[src/rtl/cmp_stat_pkg.sv]
// Shared types and constants for the comparator statistics tracker.
package cmp_stat_pkg;

    typedef enum logic {
        ACCUM  = 1'b0,
        REPORT = 1'b1
    } state_t;

    localparam int DEF_WINDOW = 16;
    localparam int DEF_CNT_W  = 8;
    localparam int OPND_W     = 4;

    function automatic logic is_onehot3(input logic [2:0] flags);
        return (flags == 3'b100) || (flags == 3'b010) || (flags == 3'b001);
    endfunction

endpackage

[src/rtl/cmp_stat_tracker_if.sv]
// Sample and report handshake bundle between a comparator stream and the tracker.
interface cmp_stat_tracker_if
    import cmp_stat_pkg::*;
#(
    parameter int CNT_W = DEF_CNT_W
);
    logic              in_valid;
    logic              in_ready;
    logic [OPND_W-1:0] a;
    logic [OPND_W-1:0] b;
    logic              a_greater_b;
    logic              a_equal_b;
    logic              a_less_b;
    logic              rpt_valid;
    logic              rpt_ready;
    logic [CNT_W-1:0]  rpt_gt_cnt;
    logic [CNT_W-1:0]  rpt_eq_cnt;
    logic [CNT_W-1:0]  rpt_lt_cnt;
    logic [OPND_W-1:0] rpt_max;
    logic [OPND_W-1:0] rpt_min;
    logic              flag_err;

    modport master (
        output in_valid, a, b, a_greater_b, a_equal_b, a_less_b, rpt_ready,
        input  in_ready, rpt_valid, rpt_gt_cnt, rpt_eq_cnt, rpt_lt_cnt,
               rpt_max, rpt_min, flag_err
    );

    modport slave (
        input  in_valid, a, b, a_greater_b, a_equal_b, a_less_b, rpt_ready,
        output in_ready, rpt_valid, rpt_gt_cnt, rpt_eq_cnt, rpt_lt_cnt,
               rpt_max, rpt_min, flag_err
    );

endinterface

[src/rtl/cmp_sat_counter.sv]
// Up-counter that sticks at all-ones instead of wrapping.
module cmp_sat_counter #(
    parameter int WIDTH = 8
) (
    input  logic             clk,
    input  logic             rst,
    input  logic             clr,
    input  logic             inc,
    output logic [WIDTH-1:0] count
);

    always_ff @(posedge clk) begin
        if (rst || clr) begin
            count <= '0;
        end else if (inc && (count != {WIDTH{1'b1}})) begin
            count <= count + 1'b1;
        end
    end

endmodule

[src/rtl/cmp_stat_tracker.sv]
// Collects per-window class counts and operand extremes from a comparator stream.
// Optional one-hot flag checking is enabled by defining CMP_STAT_ONEHOT_CHECK_EN.
module cmp_stat_tracker
    import cmp_stat_pkg::*;
#(
    parameter int WINDOW = DEF_WINDOW,
    parameter int CNT_W  = DEF_CNT_W
) (
    input  logic              clk,
    input  logic              rst,
    cmp_stat_tracker_if.slave bus
);

    localparam int SC_W = (WINDOW > 1) ? $clog2(WINDOW) : 1;
    localparam logic [SC_W-1:0] LAST_IDX = SC_W'(WINDOW - 1);

    state_t            state;
    logic              rpt_valid_r;
    logic [SC_W-1:0]   sample_cnt;
    logic [OPND_W-1:0] run_max;
    logic [OPND_W-1:0] run_min;
    logic [OPND_W-1:0] larger;
    logic [OPND_W-1:0] smaller;
    logic              in_ready;
    logic              accept;
    logic              rpt_done;
    logic              sample_ok;
    logic              cls_gt;
    logic              cls_eq;
    logic              cls_lt;

    assign in_ready = (state == ACCUM) && !rst;
    assign accept   = bus.in_valid && in_ready;
    assign rpt_done = rpt_valid_r && bus.rpt_ready;

`ifdef CMP_STAT_ONEHOT_CHECK_EN
    logic err;

    assign sample_ok = is_onehot3({bus.a_greater_b, bus.a_equal_b, bus.a_less_b});

    always_ff @(posedge clk) begin
        if (rst) begin
            err <= 1'b0;
        end else if (accept && !sample_ok) begin
            err <= 1'b1;
        end
    end

    assign bus.flag_err = err;
`else
    assign sample_ok    = 1'b1;
    assign bus.flag_err = 1'b0;
`endif

    // Priority classification: GT wins over EQ, EQ over LT.
    assign cls_gt  = bus.a_greater_b;
    assign cls_eq  = !bus.a_greater_b && bus.a_equal_b;
    assign cls_lt  = !bus.a_greater_b && !bus.a_equal_b;
    assign larger  = bus.a_greater_b ? bus.a : bus.b;
    assign smaller = bus.a_less_b    ? bus.a : bus.b;

    always_ff @(posedge clk) begin
        if (rst) begin
            state       <= ACCUM;
            rpt_valid_r <= 1'b0;
            sample_cnt  <= '0;
            run_max     <= '0;
            run_min     <= '1;
        end else begin
            case (state)
                ACCUM: begin
                    if (accept) begin
                        if (sample_ok && (larger > run_max)) begin
                            run_max <= larger;
                        end
                        if (sample_ok && (smaller < run_min)) begin
                            run_min <= smaller;
                        end
                        if (sample_cnt == LAST_IDX) begin
                            sample_cnt  <= '0;
                            state       <= REPORT;
                            rpt_valid_r <= 1'b1;
                        end else begin
                            sample_cnt <= sample_cnt + 1'b1;
                        end
                    end
                end
                REPORT: begin
                    if (bus.rpt_ready) begin
                        state       <= ACCUM;
                        rpt_valid_r <= 1'b0;
                        sample_cnt  <= '0;
                        run_max     <= '0;
                        run_min     <= '1;
                    end
                end
                default: begin
                    state       <= ACCUM;
                    rpt_valid_r <= 1'b0;
                end
            endcase
        end
    end

    cmp_sat_counter #(.WIDTH(CNT_W)) u_gt_cnt (
        .clk   (clk),
        .rst   (rst),
        .clr   (rpt_done),
        .inc   (accept && sample_ok && cls_gt),
        .count (bus.rpt_gt_cnt)
    );

    cmp_sat_counter #(.WIDTH(CNT_W)) u_eq_cnt (
        .clk   (clk),
        .rst   (rst),
        .clr   (rpt_done),
        .inc   (accept && sample_ok && cls_eq),
        .count (bus.rpt_eq_cnt)
    );

    cmp_sat_counter #(.WIDTH(CNT_W)) u_lt_cnt (
        .clk   (clk),
        .rst   (rst),
        .clr   (rpt_done),
        .inc   (accept && sample_ok && cls_lt),
        .count (bus.rpt_lt_cnt)
    );

    assign bus.in_ready  = in_ready;
    assign bus.rpt_valid = rpt_valid_r;
    assign bus.rpt_max   = run_max;
    assign bus.rpt_min   = run_min;

endmodule

[src/flat_wrapper.sv]
// flat-port wrapper written by rule: the top's interface ports become plain ports
module cmp_stat_tracker_flat import cmp_stat_pkg::*;
#(
    parameter int WINDOW = DEF_WINDOW,
    parameter int CNT_W  = DEF_CNT_W
)
  (clk, rst, bus_in_valid, bus_a, bus_b, bus_a_greater_b, bus_a_equal_b, bus_a_less_b, bus_rpt_ready, bus_in_ready, bus_rpt_valid, bus_rpt_gt_cnt, bus_rpt_eq_cnt, bus_rpt_lt_cnt, bus_rpt_max, bus_rpt_min, bus_flag_err);
  cmp_stat_tracker_if #(.CNT_W(CNT_W)) bus_i ();
  input  logic clk;
  input  logic rst;
  input wire logic [$bits(bus_i.in_valid)-1:0] bus_in_valid;
  input wire logic [$bits(bus_i.a)-1:0] bus_a;
  input wire logic [$bits(bus_i.b)-1:0] bus_b;
  input wire logic [$bits(bus_i.a_greater_b)-1:0] bus_a_greater_b;
  input wire logic [$bits(bus_i.a_equal_b)-1:0] bus_a_equal_b;
  input wire logic [$bits(bus_i.a_less_b)-1:0] bus_a_less_b;
  input wire logic [$bits(bus_i.rpt_ready)-1:0] bus_rpt_ready;
  output wire logic [$bits(bus_i.in_ready)-1:0] bus_in_ready;
  output wire logic [$bits(bus_i.rpt_valid)-1:0] bus_rpt_valid;
  output wire logic [$bits(bus_i.rpt_gt_cnt)-1:0] bus_rpt_gt_cnt;
  output wire logic [$bits(bus_i.rpt_eq_cnt)-1:0] bus_rpt_eq_cnt;
  output wire logic [$bits(bus_i.rpt_lt_cnt)-1:0] bus_rpt_lt_cnt;
  output wire logic [$bits(bus_i.rpt_max)-1:0] bus_rpt_max;
  output wire logic [$bits(bus_i.rpt_min)-1:0] bus_rpt_min;
  output wire logic [$bits(bus_i.flag_err)-1:0] bus_flag_err;
  assign bus_i.in_valid = bus_in_valid;
  assign bus_i.a = bus_a;
  assign bus_i.b = bus_b;
  assign bus_i.a_greater_b = bus_a_greater_b;
  assign bus_i.a_equal_b = bus_a_equal_b;
  assign bus_i.a_less_b = bus_a_less_b;
  assign bus_i.rpt_ready = bus_rpt_ready;
  assign bus_in_ready = bus_i.in_ready;
  assign bus_rpt_valid = bus_i.rpt_valid;
  assign bus_rpt_gt_cnt = bus_i.rpt_gt_cnt;
  assign bus_rpt_eq_cnt = bus_i.rpt_eq_cnt;
  assign bus_rpt_lt_cnt = bus_i.rpt_lt_cnt;
  assign bus_rpt_max = bus_i.rpt_max;
  assign bus_rpt_min = bus_i.rpt_min;
  assign bus_flag_err = bus_i.flag_err;
  cmp_stat_tracker #(.WINDOW(WINDOW), .CNT_W(CNT_W)) u_core (.clk(clk), .rst(rst), .bus(bus_i));
endmodule
[config.mk]
export PLATFORM = sky130hd
export DESIGN_NAME = cmp_stat_tracker_flat
export DESIGN_NICKNAME = d
export VERILOG_FILES = /design/src/rtl/cmp_stat_pkg.sv /design/src/rtl/cmp_stat_tracker_if.sv /design/src/rtl/cmp_sat_counter.sv /design/src/rtl/cmp_stat_tracker.sv /design/src/flat_wrapper.sv
export SDC_FILE = /design/constraint.sdc
export NUM_CORES = 1
export LEC_CHECK = 0
export BUFFER_PORTS_ARGS = -buffer_cell sky130_fd_sc_hd__buf_2
export CAP_MARGIN = 20
export CORE_MARGIN = 3
export CORE_UTILIZATION = 30
export DETAILED_ROUTE_END_ITERATION = 6
export PLACE_DENSITY = 0.6
export RECOVER_POWER = 25
export SLEW_MARGIN = 40
export SYNTH_ARGS = -nofsm -noshare
export SYNTH_HDL_FRONTEND = slang
export SYNTH_SLANG_ARGS = --single-unit
export TNS_END_PERCENT = 100
[constraint.sdc]
create_clock -name clk -period 6 [get_ports clk]
set_input_delay 0.3 -clock clk [delete_from_list [all_inputs] [get_ports clk]]
set_output_delay 0.3 -clock clk [all_outputs]
set_load 0.05 [all_outputs]
-- Yosys cells after proc, flatten, opt, wreduce, memory -nomap -nowiden
Index checks and enable logic that the tools add are counted.
- bits in latches: 0
- flip-flop bits (word level): 38
- memories kept: 0
- bits in writable memories: 0
- ROM bits: 0
- bitwise gates (word level): 1
- multipliers: 0
- $lt $le $gt $ge: 2
- div/mod/pow operators: 0
- shift operators: 0
- multiplexer cells: 21
- add/subtract/negate cells: 4
- equality and inequality tests: 9
- reductions and logical operators: 19
- operator list (cell ; count):
    two-way mux 4 bit ; 10
    adder 8 x 1 -> 8 bit (second input constant) ; 3
    inequality test 8 bit (second input constant) ; 3
    case mux 4 bit (2 select lines) ; 3
    logical AND 1 bit ; 11
    AND reduction 3 bit ; 3
    inequality test 2 bit (second input constant) ; 4
    two-way mux 1 bit ; 6
    adder 4 x 1 -> 4 bit (second input constant) ; 1
    equality test 4 bit (second input constant) ; 1
    > comparator 4 bit ; 1
    < comparator 4 bit ; 1
    case mux 1 bit (2 select lines) ; 2
    zero test 1 bit ; 3
    inequality test 2 x 1 -> 1 bit (second input constant) ; 1
    AND reduction 2 bit ; 1
    logical OR 1 bit ; 1
    inverter 1 bit ; 1

-- Depth between registers and ports, before layout
- word-level depth: 5
- depth in mapped cells: 7
- mapped depth without buffers: 6

-- Cells and area by module
A second synthesis with hierarchy kept.
- cells, all modules: 246
- area total of the unflattened synthesis: 2199.6 um2
- modules (own cells, without submodules) (module ; area each (um2) ; cells each ; times used):
    cmp_sat_counter ; 421.7 ; 48 ; 3
    cmp_stat_tracker ; 934.6 ; 102 ; 1

-- Least setup slack after synthesis
No wires, ideal clock.
- path type: in2reg
- start: input bus_a_greater_b
- end: register u_core.run_max[1] (netlist: u_core.bus.rpt_max[1])
- path buffers: 1
- data arrival time: 2045 ps
- setup slack: 3834 ps
- setup time: 121 ps
- stages: 7
- cell sequence: buf_2 mux2_2 ha_1 nor2b_1 o211ai_1 a31oi_1 mux2_2
- cells in the longest elaborated chain, start to end: 4
- RTL lines (item ; line ; source):
    start, declared ; flat_wrapper.sv:14 ; input wire logic [$bits(bus_i.a_greater_b)-1:0] bus_a_greater_b;
    two-way mux 4 bit * ; cmp_stat_tracker.sv:59 ; assign larger = bus.a_greater_b ? bus.a : bus.b;
    > comparator 4 bit / two-way mux 4 bit (equally long branches) ; cmp_stat_tracker.sv:73 ; if (sample_ok && (larger > run_max)) begin
    inequality test 2 bit (no line) / two-way mux 4 bit (equally long branches) ; -- ;
    AND reduction 3 bit (no line) / case mux 4 bit (2 select lines) (equally long branches) ; -- ;
    end signal, assigned ; cmp_stat_tracker.sv:74 ; run_max <= larger;
    end, declared ; cmp_stat_tracker.sv:20 ; logic [OPND_W-1:0] run_max;
Mark *: on every way between the ends. The rest lies on a longest branch, timed or not. The select of a mux whose other input is x is not followed.
A chain may end at the register's enable or synchronous reset.

-- Worst setup path in the final report
- start: input bus_a_greater_b
- end: register u_core.run_max[3] (netlist: u_core.bus.rpt_max[3])
The elaborated chain is that of the path after synthesis.

==> impl_metrics.yaml <==
layout:
  fin_nets: 304
  drive_above_1_share: 0.208
  fin_util: 0.378
  antennaDiodeCount: 0
  fillerInstances: 681
  area_growth_pct: 19.2
timing:
  whs_ns: 0.334
  grt_setup_unrepaired: "false"
  slew_viol_final: 0
  fin_crit_ns: 2.08
  skew_ns: 0.00974
  fin_crit_sh: 0.346
  hold_viol_final: 0
  fmax_mhz: 481
  max-slew-margin-rel: 0.453
  setup_viol: 0
  worst_slew_pin_slew_ns: 0.820
  setup_tns_ns: 0
floorplanning:
  ios: 50
  die-area_um2: 7890
  fp.dieW_um: 88.8
  coreArea_um2: 6490
  fp.dieH_um: 88.8
  start_util: 0.317
  num_rows: 29
synth:
  synth_edf_count: 0
  synth_ff_type: "dfxtp_1"
  ys_warn_count: 0
  ys_top_cells_by_area: "dfxtp_1 37%, ha_1 6.7%, mux2_2 6.0%"
  avgSynthCellArea_um2: 8.95
  synth.most_common_cell: "dfxtp_1"
  async_reset_ff_frac: 0
  synth_nets: 256
  ys_seq_area_frac: 0.370
  synth_cell_types: 46
  syn_area_um2: 2060
  synth_top_area_cell: "dfxtp_1"
  yosysTopAreaCellShare: 0.370
  syn_inst: 230
  synth_top_cells_by_count: "38 x dfxtp_1, 21 x a21oi_1, 20 x nor2_1"
  synth-seq-cells: 38
power:
  p_int_uw: 412
  power_frac_comb: 0.162
  power_density_nw_per_um2: 234
  max-vdd-ir-drop_mv: 0.106
  finalPower_uw: 575
  swShare: 0.283
  switching_power_uw: 163
  sequentialPowerShare: 0.463
  cellLeakagePower_nw: 1.00
  pwr-share-clk: 0.375
drt:
  routed_wirelength_um: 4730
  vias: 1841
  wl_per_cell_um: 13.3
  drt-vias-per-instance: 5.17
  drtPass1Iterations: 4
  drc: 0
  drtIter0Drc: 80
  postRouteAntennaNets: 0
place:
  gp_congestion: 0.780
  portBuffers: 48
  dp_hpwl_um: 3600
setup_path:
  required_ns: 6.19
  cp_cell_sequence: "buf_2 -> mux2_2 -> ha_1 -> nor2b_1 -> o211ai_1 -> a31oi_1 -> mux2_2"
  crit_family: "multiplexers"
  critPathKind: "in2reg"
  crit_fanout: 10
  critPathBufInv: 1
  cp.arrival_ns: 2.26
  cpMostUsedCell: "mux2_2"
  endpoint_kind: "flop"
  max_stage_delay_ns: 0.48
  start_kind: "primary input"
  cp_slowest_cell: "a31oi_1"
grt:
  grt_max_degree: 25
  grt_util_all_layers: 0.125
  grt_pass1_wl_um: 7760
  antenna_found_initial: 0
  grt.overflow.total: 0
  grt_pass1_vias: 1702
status:
  status: "completed"
clocking:
  cts_buffers: 5
  postCtsHoldBufs: 0
  cts.htree.levels: 2
  insertion_delay_ns: 0.29
  post_cts_resized: 0
  cts.sinks: 38
  cts_tree: "done"
  post_cts_buffers: 0
  cts_max_path_buffers: 2
  path_clk_slew_ns: 0.07
  cts-root-buf: "clkbuf_8"
run:
  maxCapViolCount: 0
worst_hold_path:
  hp-class: "in2reg"
==> cells by family after synthesis <==
family / Yosys count / share of synthesized area
adder cells (fa/ha/maj): 11 / 0.0669
other: 1 / 0.00182
AND/OR/NAND/NOR: 84 / 0.232
flip-flops: 38 / 0.370
buffers and inverters: 17 / 0.0340
XOR/XNOR: 4 / 0.0170
multiplexers: 18 / 0.0942
AO/OA/AOI/OAI: 57 / 0.185
==> worst paths after layout <==
kind / startpoint / to / slack [ns] / cells after the start
setup / recovery: bus_a_greater_b / u_core.bus.rpt_max[3] / 3.92 / 7
hold / removal: bus_b[0] / u_core.bus.rpt_min[0] / 0.33 / 3
setup reg to reg: u_core.state / u_core.u_lt_cnt.count[0] / 3.94 / 4
hold reg to reg: u_core.bus.rpt_max[0] / u_core.bus.rpt_max[0] / 0.49 / 2
==> final cells by class <==
type	count	area, µm²	area share
Inverter	10	37.5	0.0153
Tap cell	77	96.3	0.0393
Sequential cell	38	761	0.310
Multi-Input combinational cell	175	1230	0.500
Timing Repair Buffer	48	223	0.0908
Clock buffer	5	68.8	0.0280
Clock inverter	3	40.0	0.0163
==> layout by cell type, fill, tap and decap left out, types with 4 or more instances in the layout <==
master / Yosys / routed
o21ai_0: 8 / 8
o211ai_1: 4 / 4
nand3_1: 9 / 9
or4_1: 4 / 4
nand2_1: 16 / 16
nor2b_1: 4 / 4
or3_1: 6 / 6
dfxtp_1: 38 / 38
ha_1: 11 / 11
mux2i_1: 7 / 7
a21oi_1: 21 / 21
buf_2: 2 / 34
clkbuf_8: 0 / 5
a31oi_1: 5 / 5
o31ai_1: 4 / 4
clkbuf_1: 4 / 14
nor3_1: 6 / 6
inv_1: 10 / 10
nor2_1: 20 / 20
mux2_2: 11 / 11
==> sequential cells by signal, indices dropped and copies added, names as in the netlist <==
signal / flops
u_core.bus.rpt_max: 4
u_core.sample_cnt: 4
u_core.u_lt_cnt.count: 8
u_core.u_eq_cnt.count: 8
u_core.state: 1
u_core.bus.rpt_valid: 1
u_core.u_gt_cnt.count: 8
u_core.bus.rpt_min: 4
==> metal layers <==
layer | vias to the layer above | global-route usage | wire length [µm]
li1 | 960 | - | -
met1 | 826 | 0.166 | 2360
met2 | 50 | 0.195 | 1990
met5 | - | 0 | 0
met4 | 0 | 0.0371 | 53
met3 | 5 | 0.0391 | 316
==> worst reg2reg max path: stages (launching register included) <==
cell	delay, ns
dfxtp_1	0.43
or3b_1	0.62
or3_1	0.43
or3_1	0.36
a21oi_1	0.14
==> metrics by stage <==
step           worst slack [ns]  cells  instance area, µm²
2_1_floorplan              3.83    230                2060
3_3_place_gp               3.68    348                2360
3_5_place_dp               3.62    348                2360
4_1_cts                    3.94    356                2470
5_1_grt                    3.84    356                2450
6_report                   3.92    356                2450
==> power by group through the flow <==
stage | combinational, mW | clock (mW) | sequential [mW]
floorplan | 0.0480 | 0 | 0.295
global placement | 0.0938 | 0 | 0.272
detailed placement | 0.0950 | 0 | 0.272
CTS | 0.0955 | 0.224 | 0.266
global route | 0.102 | 0.233 | 0.267
finish | 0.0930 | 0.216 | 0.266
No activity file was read; power rests on OpenSTA's default activity.
